<file path="config.mk">
export PLATFORM = sky130hd
export DESIGN_NAME = wb_queue
export DESIGN_NICKNAME = d
export VERILOG_FILES = /design/src/rtl/wb_queue.sv
export SDC_FILE = /design/constraint.sdc
export NUM_CORES = 1
export LEC_CHECK = 0
export CAP_MARGIN = 20
export CELL_PAD_IN_SITES_DETAIL_PLACEMENT = 1
export CELL_PAD_IN_SITES_GLOBAL_PLACEMENT = 2
export CORE_MARGIN = 5
export CORE_UTILIZATION = 26
export CTS_CLUSTER_DIAMETER = 120
export DETAILED_ROUTE_END_ITERATION = 10
export PLACE_DENSITY_LB_ADDON = 0.25
export REMOVE_ABC_BUFFERS = 1
export SYNTH_ARGS = -nofsm -noshare
export SYNTH_HDL_FRONTEND = slang
export SYNTH_SLANG_ARGS = --single-unit
</file>
<file path="constraint.sdc">
create_clock -name clk -period 8.2 [get_ports clk]
set_input_delay 1.64 -clock clk [delete_from_list [all_inputs] [get_ports clk]]
set_output_delay 1.64 -clock clk [all_outputs]
set_load 0.005 [all_outputs]
</file>
<file path="src/rtl/wb_queue.sv">
// Write-back queue for the register file write port: in-order FIFO of pending
// results, one registered write per granted cycle, with two bypass lookup ports.
module wb_queue #(
  parameter int DEPTH  = 4,
  parameter int DATA_W = 32,
  parameter int ADDR_W = 5
) (
  input  logic                     clk,
  input  logic                     rst,
  input  logic                     in_valid,
  output logic                     in_ready,
  input  logic [ADDR_W-1:0]        in_reg,
  input  logic [DATA_W-1:0]        in_data,
  input  logic                     drain_en,
  output logic                     regWrite,
  output logic [ADDR_W-1:0]        writeR,
  output logic [DATA_W-1:0]        writeRData,
  input  logic [ADDR_W-1:0]        byp_reg1,
  input  logic [ADDR_W-1:0]        byp_reg2,
  output logic                     byp_hit1,
  output logic [DATA_W-1:0]        byp_data1,
  output logic                     byp_hit2,
  output logic [DATA_W-1:0]        byp_data2,
  output logic [$clog2(DEPTH):0]   count,
  output logic                     empty
);

  localparam int PTR_W = $clog2(DEPTH);
  localparam int CNT_W = PTR_W + 1;

  typedef struct packed {
    logic              hit;
    logic [DATA_W-1:0] data;
  } byp_t;

  logic [ADDR_W-1:0] r_reg  [DEPTH];
  logic [DATA_W-1:0] r_data [DEPTH];
  logic [PTR_W-1:0]  r_head;
  logic [PTR_W-1:0]  r_tail;
  logic [CNT_W-1:0]  r_count;

  logic w_push;
  logic w_pop;
  byp_t w_byp1;
  byp_t w_byp2;

  assign in_ready = (r_count < CNT_W'(DEPTH));
  assign count    = r_count;
  assign empty    = (r_count == '0);

  // Register 0 completes the handshake but is never stored.
  assign w_push = in_valid && in_ready && (in_reg != '0);
  assign w_pop  = drain_en && (r_count != '0);

  // NOTE: storage has no reset; the pointers and count alone define which
  // entries are valid, so stale contents are never observed.
  always_ff @(posedge clk) begin
    if (w_push) begin
      r_reg[r_tail]  <= in_reg;
      r_data[r_tail] <= in_data;
    end
  end

  // NOTE: sequential state uses non-blocking assignments so every register
  // samples pre-edge values, e.g. the pop reads the head before it moves.
  always_ff @(posedge clk or negedge rst) begin
    if (!rst) begin
      r_head     <= '0;
      r_tail     <= '0;
      r_count    <= '0;
      regWrite   <= 1'b0;
      writeR     <= '0;
      writeRData <= '0;
    end else begin
      if (w_push) r_tail <= r_tail + 1'b1;
      if (w_pop)  r_head <= r_head + 1'b1;
      case ({w_push, w_pop})
        2'b10:   r_count <= r_count + 1'b1;
        2'b01:   r_count <= r_count - 1'b1;
        default: r_count <= r_count;
      endcase
      regWrite <= w_pop;
      if (w_pop) begin
        writeR     <= r_reg[r_head];
        writeRData <= r_data[r_head];
      end
    end
  end

  // Scan oldest to youngest so the last match wins; the in-flight write is oldest.
  function automatic byp_t lookup(input logic [ADDR_W-1:0] key);
    byp_t             res;
    logic [PTR_W-1:0] idx;
    res = '0;
    if (key != '0) begin
      if (regWrite && (writeR == key)) begin
        res.hit  = 1'b1;
        res.data = writeRData;
      end
      for (int i = 0; i < DEPTH; i++) begin
        idx = r_head + PTR_W'(i);
        if ((CNT_W'(i) < r_count) && (r_reg[idx] == key)) begin
          res.hit  = 1'b1;
          res.data = r_data[idx];
        end
      end
    end
    return res;
  endfunction

  // NOTE: every always_comb output is assigned unconditionally, so no latch.
  always_comb begin
    w_byp1 = lookup(byp_reg1);
    w_byp2 = lookup(byp_reg2);
  end

  assign byp_hit1  = w_byp1.hit;
  assign byp_data1 = w_byp1.data;
  assign byp_hit2  = w_byp2.hit;
  assign byp_data2 = w_byp2.data;

endmodule

</file>
# After elaboration in Yosys (flattened, before gate mapping)
# Memory sizes are Yosys's and may differ from the RTL's.
# Cells that the tools add are included.
# op_classes
add_sub_neg	6
order_cmp	5
n_eq_ne	12
n_mux	15
reduce_logical	19
# ops
op	count
33-bit 2-to-1 mux	12
5-bit == test	10
5-bit nonzero test	3
1-bit logical AND	13
1-bit by 3-bit less-than comparator with 1-bit output, first input constant	2
2-bit by 3-bit less-than comparator with 1-bit output, first input constant	2
3-bit case mux with 2 select lines	1
2-bit by 1-bit adder with 2-bit output, second input constant	2
2-bit adder, second input constant	2
3-bit by 1-bit adder with 3-bit output, second input constant	1
3-bit logical NOT	1
3-bit less-than comparator, second input constant	1
3-bit nonzero test	1
3-bit by 1-bit subtractor with 3-bit output, second input constant	1
2-bit by 1-bit == test with 1-bit output, second input constant	1
2-bit == test, second input constant	1
1-bit 2-to-1 mux	2
2-bit nonzero test	1
# word_totals
reg_bits	45
ram_bits	148
inputBits	51
output_inout_bits	109
word_cells	65
n_memories	2
# mem_list
name	words	word_bits	read_ports	rd_ports_with_merged_regs	write_ports	line_no	text
r_data	4	32	4	0	1	37	logic [DATA_W-1:0] r_data [DEPTH];
r_reg	4	5	4	0	1	36	logic [ADDR_W-1:0] r_reg [DEPTH];

# Depth between registers and ports, before layout
# Gate-level depths: netlist (run 1).
# depth
word_depth	8
ltp_mapped	12
depth_no_buf	9

# Least setup slack after synthesis (run 1)
# Ideal clock, no wire load.
# synth_timing
path_kind	input port to output port
startpoint	in byp_reg2[2]
endpoint	out byp_data2[10]
arrival_time_ns	3.505
required_ns	6.560
slack_ns	3.055
path_stages	8
path_buffers	2
cell_sequence	clkbuf_1 xor2_1 nor4_1 clkbuf_1 nand3_1 a31oi_1 a211oi_1 o31ai_1
# synth_via
elab_chain_len	8
word_cells_on_any_way	17
cone_classes	eq/ne: 5; mux: 6; reduce/logical: 6
# synth_rtl
item	line_no	text
start, declared	19	input logic [ADDR_W-1:0] byp_reg2,
5-bit == test	96	if (regWrite && (writeR == key)) begin
1-bit logical AND	96	
33-bit 2-to-1 mux	96	
33-bit 2-to-1 mux (4 in series)	102	if ((CNT_W'(i) < r_count) && (r_reg[idx] == key)) begin
33-bit 2-to-1 mux (*)	95	if (key != '0) begin
end, declared	23	output logic [DATA_W-1:0] byp_data2,
# Every way passes the cells marked *; elsewhere a longest branch is shown, timed or not.

# Final worst setup path (run 1)
# layout_timing
startpoint	in byp_reg2[1]
endpoint	out byp_data2[8]
# The elaborated chain is that of the path after synthesis.

==> impl_metrics.env, run 1 <==
export IMPL_outcome="complete, no violations"
export IMPL_power_mw=5.863
export IMPL_min_path_cells=2
export IMPL_fin_skew_ns=0.006822
export IMPL_fp_dieArea_mm2=0.05688
export IMPL_crit_type="in2out"
export IMPL_nNetsFinal=1216
export IMPL_ys_warn_count=0
export IMPL_worstPathRequired_ns=6.56
export IMPL_largest_reg_flops=128
export IMPL_grt_pass1_wl_um=79260
export IMPL_gr_total_overflow=0
export IMPL_cts_tree="built"
export IMPL_p_per_area_mw_per_mm2=357.2
export IMPL_setup_viol=0
export IMPL_hold_slack_ns=0.5500
export IMPL_p_leak_nw=5.223
export IMPL_hp_start="writeRData[20]"
export IMPL_clockBufferDepth=2
export IMPL_synth_top_cell_area_share_pct=32.74
export IMPL_io_pins=160
export IMPL_r2r_setup_slack_ns=4.56
export IMPL_die_y_um=238.5
export IMPL_rsz0062_at_grt="no"
export IMPL_holdBufCountCts=0
export IMPL_utilization_pct=31.86
export IMPL_holdPathEnd="writeRData[20]"
export IMPL_ys_seq_area_share_pct=41.03
export IMPL_core_mm2=0.05151
export IMPL_hold_violations=0
export IMPL_cp_start_kind="primary input"
export IMPL_worstPathMaxFanout=17
export IMPL_fin_cells=1851
export IMPL_cp_end_kind="primary output"
export IMPL_dp_cells=1817
export IMPL_fin_crit_sh_pct=82.86
export IMPL_track_usage_pct=18.72
export IMPL_r2r_end="writeRData[11]"
export IMPL_arrival_ns=5.15
export IMPL_dr_pass1_iters=7
export IMPL_cts_setup_buffers=0
export IMPL_gp_congestion=0.8013
export IMPL_r2r_start="r_head[0]"
export IMPL_min_path_type="reg2reg"
export IMPL_async_flop_share_pct=23.32
export IMPL_grt_pass1_vias=11410
export IMPL_dp_hpwl_um=35670
export IMPL_drc=0
export IMPL_drive_above_1_share_pct=24.21
export IMPL_wl_um=54330
export IMPL_tightestPinTransition_ns=1.011
export IMPL_clkTransAtPathRegs_ns=0.07
export IMPL_dieWidth_um=238.5
export IMPL_wl_per_cell_um=29.35
export IMPL_max_freq_ghz=0.1472
export IMPL_row_count=83
export IMPL_synth_top_area_cell="edfxtp_1"
export IMPL_routed_via_density=5.882
export IMPL_slew_violations=0
export IMPL_r2r_cells=5
export IMPL_num_vias=10890
export IMPL_port_buffers=159
export IMPL_synth_edf_count=148
export IMPL_ys_ff_latch=193
export IMPL_drtAntennaViolNets=0
export IMPL_synth_cell_types=47
export IMPL_grt_max_degree=70
export IMPL_initial_core_util_pct=26.36
export IMPL_post_cts_resized=0
export IMPL_drv_cap=0
export IMPL_cts_made_buffers=17
export IMPL_syn_area_per_cell_um2=12.75
export IMPL_vdd_drop_max_v=0.0001771
export IMPL_antenna_found_initial=3
export IMPL_syn_inst=1065
export IMPL_relSlewSlack_pct=32.57
export IMPL_cts_root_buf="clkbuf_16"
export IMPL_clk_insertion_delay_late_ns=0.46
export IMPL_cts_htree_levels=4
export IMPL_drt_iter0_markers=855
export IMPL_syn_to_final_growth_pct=20.89
export IMPL_clock_sinks=193
export IMPL_synth_flop_cell="edfxtp_1"
export IMPL_synthTopCellsByArea="edfxtp_1, mux4_2, dfrtp_1"
export IMPL_synth_cell_area_mm2=0.01358
export IMPL_min_period_ns=6.794
cell usage in the layout, fill, tap and decap left out, types with 4 or more instances in the layout:
cell type and count:
buf_4 38, mux4_2 148, inv_1 7, edfxtp_1 148, a211oi_1 32, clkbuf_16 17
xnor2_1 33, and2_2 4, mux2i_1 13, nor4_1 28, ha_1 9, nand4_1 4
nand2_1 120, a32oi_1 64, clkinv_2 5, nor3_1 34, nor2_1 15, and2_1 6
clkdlybuf4s50_1 158, nand3_1 33, a221oi_1 32, or2_2 6, dfrtp_1 43, xor2_1 17
o31ai_1 34, a31oi_1 34, o31ai_2 29, o21ai_0 4, mux2_2 4
cells in the mapped netlist (all sizes together), types with 5 or more instances:
| master | number |
|---|---|
| a32oi | 64 |
| xor2 | 18 |
| nor2 | 19 |
| ha | 9 |
| xnor2 | 33 |
| a211oi | 32 |
| nor4 | 29 |
| mux4 | 148 |
| or2 | 6 |
| nand2 | 120 |
| o21ai | 5 |
| inv | 7 |
| clkbuf | 69 |
| nand3 | 33 |
| mux2i | 13 |
| o31ai | 63 |
| edfxtp | 148 |
| a221oi | 32 |
| nor3 | 36 |
| dfrtp | 45 |
| buf | 58 |
| a31oi | 34 |
| and2 | 10 |
power breakdown:
group	switching, mW	internal (mW)	total (mW)
Combinational	1.82	1.60	3.42
Sequential	0.350	1.28	1.63
Clock	0.395	0.426	0.822
worst max path at each step:
stage                     start            end  slack [ns]  cells after the start
finish              byp_reg2[1]   byp_data2[8]        1.41                      9
global route          r_head[0]   byp_data2[9]        1.15                      6
CTS                 byp_reg2[1]   byp_data2[8]        1.37                      9
detailed placement  byp_reg2[1]   byp_data2[8]        1.40                      9
global placement    byp_reg2[1]   byp_data2[8]        1.48                      9
floorplan             r_head[0]  byp_data2[21]       -2.15                      6
final cells by class:
cell class / count / area (µm²)
Antenna cell: 2 / 5.005
Clock buffer: 19 / 442.9
Clock inverter: 13 / 112.6
Fill cell: 5556 / 35100
Inverter: 7 / 26.28
Multi-Input combinational cell: 738 / 7485
Sequential cell: 193 / 5578
Tap cell: 680 / 850.8
Timing Repair Buffer: 199 / 1912
kinds of logic after synthesis:
family,count (synthesis),synth area share [%]
AOI/OAI and AO/OA,243,15.03
xor gates and xnor gates,51,3.290
adders and majority gates,9,0.8295
buffers and inverters,134,4.608
DFF,193,41.03
muxes,165,25.84
and+or+nand+nor,270,9.364
critical path: stages:
cell	delay [ns]
clkdlybuf4s50_1	0.52
nor2b_1	0.23
mux2_2	0.34
o2111a_1	0.28
a22oi_1	0.24
nand2_1	0.47
buf_4	0.41
o31ai_1	0.41
clkdlybuf4s50_1	0.58
routing by layer:
| metal | share of wire, % | vias up | GRT usage (%) |
|---|---|---|---|
| met5 | 0.039 | - | 0 |
| met1 | 43 | 5817 | 24.04 |
| met2 | 49 | 370 | 32.03 |
| met4 | 2.2 | 4 | 5.426 |
| li1 | - | 4616 | - |
| met3 | 5.9 | 81 | 3.969 |
through the flow:
step / TNS [ns] / worst slack (ns) / instance area (µm²)
after global routing: 0 / 1.154 / 16410
final: 0 / 1.406 / 16410
after CTS: 0 / 1.366 / 16410
after detailed placement: 0 / 1.396 / 15850
after floorplan: -125.23 / -2.151 / 12980
after global placement: 0 / 1.479 / 15850
No activity file was read; power rests on OpenSTA's default activity.
==> run 2: changes to the inputs <==
==> constraint.sdc (replaced) <==
create_clock -name clk -period 6.3 [get_ports clk]
set_input_delay 1.26 -clock clk [delete_from_list [all_inputs] [get_ports clk]]
set_output_delay 1.26 -clock clk [all_outputs]
set_load 0.005 [all_outputs]
==> impl_metrics.env, run 2 (synthesis results as in run 1) <==
export IMPL_port_buffers=159
export IMPL_p_per_area_mw_per_mm2=470.4
export IMPL_dieWidth_um=238.5
export IMPL_cts_tree="built"
export IMPL_nNetsFinal=1223
export IMPL_min_path_cells=2
export IMPL_grt_max_degree=111
export IMPL_final_common_cell="clkdlybuf4s50_1"
export IMPL_crit_type="in2out"
export IMPL_die_y_um=238.5
export IMPL_tightestPinTransition_ns=0.9894
export IMPL_initial_core_util_pct=26.36
export IMPL_max_freq_ghz=0.1695
export IMPL_routed_via_density=5.888
export IMPL_drt_iter0_markers=806
export IMPL_io_pins=160
export IMPL_outcome="complete, no violations"
export IMPL_r2r_setup_slack_ns=3.30
export IMPL_grt_pass1_vias=11580
export IMPL_holdBufCountCts=0
export IMPL_drtAntennaViolNets=0
export IMPL_r2r_start="count[1]"
export IMPL_wl_um=54460
export IMPL_fp_dieArea_mm2=0.05688
export IMPL_row_count=83
export IMPL_grt_pass1_wl_um=80040
export IMPL_min_path_type="reg2reg"
export IMPL_clockBufferDepth=2
export IMPL_holdPathEnd="writeRData[20]"
export IMPL_cp_end_kind="primary output"
export IMPL_dp_cells=1824
export IMPL_clk_insertion_delay_late_ns=0.47
export IMPL_antennaDiodeCount=0
export IMPL_gr_total_overflow=0
export IMPL_hp_start="writeRData[20]"
export IMPL_dp_hpwl_um=35310
export IMPL_fin_cells=1856
export IMPL_cts_htree_levels=4
export IMPL_cts_setup_buffers=0
export IMPL_num_vias=10930
export IMPL_final_cell_mix="clkdlybuf4s50_1, mux4_2, edfxtp_1"
export IMPL_rsz0062_at_grt="no"
export IMPL_track_usage_pct=18.88
export IMPL_finalWorstSetupSlack_ns=0.4004
export IMPL_largest_reg_flops=128
export IMPL_dr_pass1_iters=5
export IMPL_post_cts_resized=0
export IMPL_clkTransAtPathRegs_ns=0.07
export IMPL_antenna_found_initial=3
export IMPL_relSlewSlack_pct=34.04
export IMPL_drc=0
export IMPL_worstPathRequired_ns=5.04
export IMPL_hold_violations=0
export IMPL_setup_viol=0
export IMPL_syn_to_final_growth_pct=21.98
export IMPL_r2r_end="count[2]"
export IMPL_worstPathMaxFanout=17
export IMPL_drive_above_1_share_pct=24.49
export IMPL_fin_crit_sh_pct=93.64
export IMPL_place_ws_ns=0.4293
export IMPL_cp_start_kind="primary input"
export IMPL_drv_cap=0
export IMPL_gp_congestion=0.8101
export IMPL_slew_violations=0
export IMPL_cts_made_buffers=17
export IMPL_wl_per_cell_um=29.34
export IMPL_core_mm2=0.05151
export IMPL_r2r_cells=10
export IMPL_p_leak_nw=5.281
export IMPL_clock_sinks=193
export IMPL_cts_root_buf="clkbuf_16"
export IMPL_min_period_ns=5.900
export IMPL_fin_skew_ns=0.01035
export IMPL_arrival_ns=4.64
export IMPL_vdd_drop_max_v=0.0002501
run 2: changes by cell type in the layout (fill, tap and decap cells not counted), sizes merged:
cell | before | now
clkbuf | 19 | 18
clkinvlp | 3 | 4
bufinv | 1 | 3
clkinv | 7 | 6
inv | 9 | 8
buf | 41 | 48
diode | 2 | 0
run 2: layout make-up:
type	count	area, µm²
fillers	5547	34950
repair buffers	206	2027
inverters	7	26.28
well taps	680	850.8
clock inverters	14	163.9
multi-input cells	738	7485
clock buffers	18	429.2
flip-flops and latches	193	5578
run 2: critical path, cell delays in order:
cell and delay (ns):
clkdlybuf4s50_1 0.60, xor2_1 0.23, nor4_1 0.30, nand3_1 0.15, o21ba_2 0.69, buf_4 0.31
a221oi_1 0.10, o31ai_2 0.38, clkdlybuf4s50_1 0.59
run 2: worst max path at each step:
| stage | from | to | slack (ns) | cells after the start |
|---|---|---|---|---|
| floorplan | r_head[0] | byp_data2[21] | -3.67 | 6 |
| global placement | byp_reg1[2] | byp_data1[20] | 0.36 | 9 |
| detailed placement | byp_reg1[2] | byp_data1[20] | 0.43 | 9 |
| CTS | r_head[0] | byp_data1[20] | 0.40 | 8 |
| global route | r_head[0] | byp_data1[20] | 0.25 | 8 |
| finish | byp_reg1[2] | byp_data1[20] | 0.40 | 9 |
run 2: stage by stage:
stage / TNS (ns) / total power, mW / hold WS, ns / area [µm²] / utilization (%)
6_report: 0 / 7.789 / 0.5490 / 16560 / 32.15
5_1_grt: 0 / 8.234 / 0.5924 / 16560 / 32.15
4_1_cts: 0 / 7.866 / 0.5582 / 16560 / 32.15
3_5_place_dp: 0 / 6.701 / 0.5330 / 15970 / 31.00
3_3_place_gp: 0 / 6.666 / 0.5289 / 15970 / 31.00
2_1_floorplan: -225.55 / 5.011 / 0.5128 / 12980 / -
run 2: power breakdown:
part	leakage (nW)	switching (mW)	internal, mW	total [mW]
sequential	1.89	0.421	1.66	2.08
clock	0.277	0.518	0.622	1.14
combinational	3.12	2.45	2.12	4.57
total	5.28	3.38	4.40	7.79
run 2: routing by layer:
metal	up-vias	track usage [%]	routed length, µm
met5	-	0	46
met2	380	32.33	27390
met3	86	3.299	2909
met4	6	6.365	1280
li1	4627	-	-
met1	5829	24.29	22830
==> run 3: changes to the inputs <==
--- a/config.mk
+++ b/config.mk
@@ -5,6 +5,7 @@
 export SDC_FILE = /design/constraint.sdc
 export NUM_CORES = 1
 export LEC_CHECK = 0
+export ABC_AREA = 1
 export CAP_MARGIN = 20
 export CELL_PAD_IN_SITES_DETAIL_PLACEMENT = 1
 export CELL_PAD_IN_SITES_GLOBAL_PLACEMENT = 2
==> impl_metrics.env, run 3 <==
export IMPL_drc=0
export IMPL_drtAntennaViolNets=0
export IMPL_critPathTopFamily="buffers and inverters"
export IMPL_routed_via_density=4.870
export IMPL_ys_ff_latch=193
export IMPL_dieWidth_um=245.5
export IMPL_gp_congestion=0.8893
export IMPL_r2r_start="r_head[0]"
export IMPL_slew_violations=0
export IMPL_drt_iter0_markers=749
export IMPL_clkTransAtPathRegs_ns=0.08
export IMPL_drive_above_1_share_pct=5.966
export IMPL_row_count=86
export IMPL_syn_area_per_cell_um2=6.673
export IMPL_cts_made_buffers=17
export IMPL_post_cts_resized=0
export IMPL_setup_viol=0
export IMPL_antenna_found_initial=2
export IMPL_crit_chain="buf_4 -> buf_4 -> nand2_1 -> o21ai_0 -> inv_1 -> o21ai_1 -> nand3_1 -> nand3_1 -> nand3_1 -> a21oi_1 -> clkdlybuf4s50_1"
export IMPL_gr_total_overflow=0
export IMPL_crit_type="reg2out"
export IMPL_p_per_area_mw_per_mm2=499.3
export IMPL_min_period_ns=5.856
export IMPL_synth_edf_count=148
export IMPL_r2r_end="writeRData[10]"
export IMPL_syn_to_final_growth_pct=19.83
export IMPL_finalWorstSetupSlack_ns=0.4441
export IMPL_arrival_ns=4.60
export IMPL_fin_skew_ns=0.01649
export IMPL_grt_pass1_vias=14660
export IMPL_worst_path_stages=11
export IMPL_place_ws_ns=0.5794
export IMPL_syn_inst=2160
export IMPL_fp_dieArea_mm2=0.06025
export IMPL_worstPathRequired_ns=5.04
export IMPL_cts_setup_buffers=0
export IMPL_synth_commonest_cells="nand2_1, nor2_1, o21ai_0"
export IMPL_dp_hpwl_um=40560
export IMPL_synth_flop_cell="edfxtp_1"
export IMPL_cp_end_kind="primary output"
export IMPL_port_buffers=159
export IMPL_outcome="complete, no violations"
export IMPL_dr_pass1_iters=5
export IMPL_clk_insertion_delay_late_ns=0.49
export IMPL_r2r_setup_slack_ns=3.10
export IMPL_synth_cell_types=44
export IMPL_grt_pass1_wl_um=90010
export IMPL_ys_seq_area_share_pct=38.65
export IMPL_wl_um=59360
export IMPL_relSlewSlack_pct=30.49
export IMPL_clockBufferDepth=2
export IMPL_fin_crit_sh_pct=92.95
export IMPL_final_cell_mix="nand2_1, nor2_1, o21ai_0"
export IMPL_num_vias=14590
export IMPL_synthTopCellsByArea="edfxtp_1, nand2_1, o21ai_0"
export IMPL_clock_sinks=193
export IMPL_synth_top_cell_area_share_pct=30.83
export IMPL_synth_top_area_cell="edfxtp_1"
export IMPL_holdBufCountCts=0
export IMPL_vdd_drop_max_v=0.0002880
export IMPL_cp_start_kind="register"
export IMPL_rsz0062_at_grt="no"
export IMPL_core_mm2=0.05499
export IMPL_wl_per_cell_um=19.82
export IMPL_nNetsFinal=2293
export IMPL_r2r_cells=8
export IMPL_cts_tree="built"
export IMPL_drv_cap=0
export IMPL_p_leak_nw=7.304
export IMPL_max_freq_ghz=0.1708
export IMPL_min_path_type="reg2reg"
export IMPL_synth_cell_area_mm2=0.01441
export IMPL_grt_max_degree=108
export IMPL_cts_htree_levels=4
export IMPL_critical_path_buf_inv_count=4
export IMPL_synth_most_common_cell="nand2_1"
export IMPL_slowest_stage="dfrtp_4"
export IMPL_ys_warn_count=0
export IMPL_dp_cells=2961
export IMPL_power_mw=8.624
export IMPL_crit_end="byp_data1[10]"
export IMPL_tightestPinTransition_ns=1.043
export IMPL_hold_violations=0
export IMPL_fin_cells=2995
export IMPL_cts_root_buf="clkbuf_16"
export IMPL_initial_core_util_pct=26.21
export IMPL_async_flop_share_pct=23.32
export IMPL_cpMostUsedCell="nand3_1"
export IMPL_final_common_cell="nand2_1"
export IMPL_cp_startpoint="r_head[0]"
export IMPL_die_y_um=245.5
export IMPL_hold_slack_ns=0.5787
export IMPL_largest_reg_flops=128
export IMPL_io_pins=160
export IMPL_worstPathMaxFanout=99
export IMPL_utilization_pct=31.41
export IMPL_track_usage_pct=19.60
export IMPL_cpPeakStageDelay_ns=0.82
[run 3: changes by cell type in the layout (fill, tap and decap cells not counted), moves of 148 or more]
cell	before	now
o21ai_0	4	254
mux4_2	148	0
nor2_1	15	286
nand3_1	33	208
nand2_1	120	655
inv_1	7	165
[run 3: tightest hold or removal path, cell delays in order (launching register included)]
cell and delay, ns:
dfrtp_1 0.41, nand2_1 0.06, o21ai_0 0.07
[run 3: layout make-up]
cell class,count,area [µm²]
diodes,1,2.502
clock buffers,18,429.2
clock inverters,14,130.1
fillers,6798,37710
inverters,171,646.9
multi-input cells,1646,7496
flip-flops and latches,193,5574
well taps,748,935.9
repair buffers,204,2057
[run 3: kinds of logic after synthesis]
kind of cell | synth area share [%]
simple gates | 34.98
compound gates | 14.57
buf+inv | 9.913
flops | 38.65
xor+xnor | 0.9723
fa+ha+maj | 0.7813
mux | 0.1389
[run 3: per-layer routing]
metal  up-vias  wire [µm]  track usage [%]
li1       7158          -                -
met1      7117      27830            26.04
met2       251      28310            33.64
met3        57       2108            2.728
met4         2       1105            5.202
met5         -         11                0
[run 3: worst min path at each step]
stage	startpoint	to	slack, ns	depth (start not counted)
floorplan	writeRData[31]	writeRData[31]	0.52	2
global placement	writeR[3]	writeR[3]	0.56	2
detailed placement	writeR[3]	writeR[3]	0.57	2
CTS	writeR[3]	writeR[3]	0.58	2
global route	writeR[3]	writeR[3]	0.61	2
finish	writeR[3]	writeR[3]	0.58	2
[run 3: through the flow]
| step | area [µm²] | TNS, ns |
|---|---|---|
| floorplan | 13630 | -126.19 |
| global placement | 16680 | 0 |
| detailed placement | 16680 | 0 |
| CTS | 17240 | 0 |
| global route | 17270 | 0 |
| finish | 17270 | 0 |
[run 3: power by group]
group          total [mW]  internal (mW)  switching [mW]
Clock                1.12          0.550           0.571
Combinational        5.56           1.93            3.63
Sequential           1.94           1.66           0.278
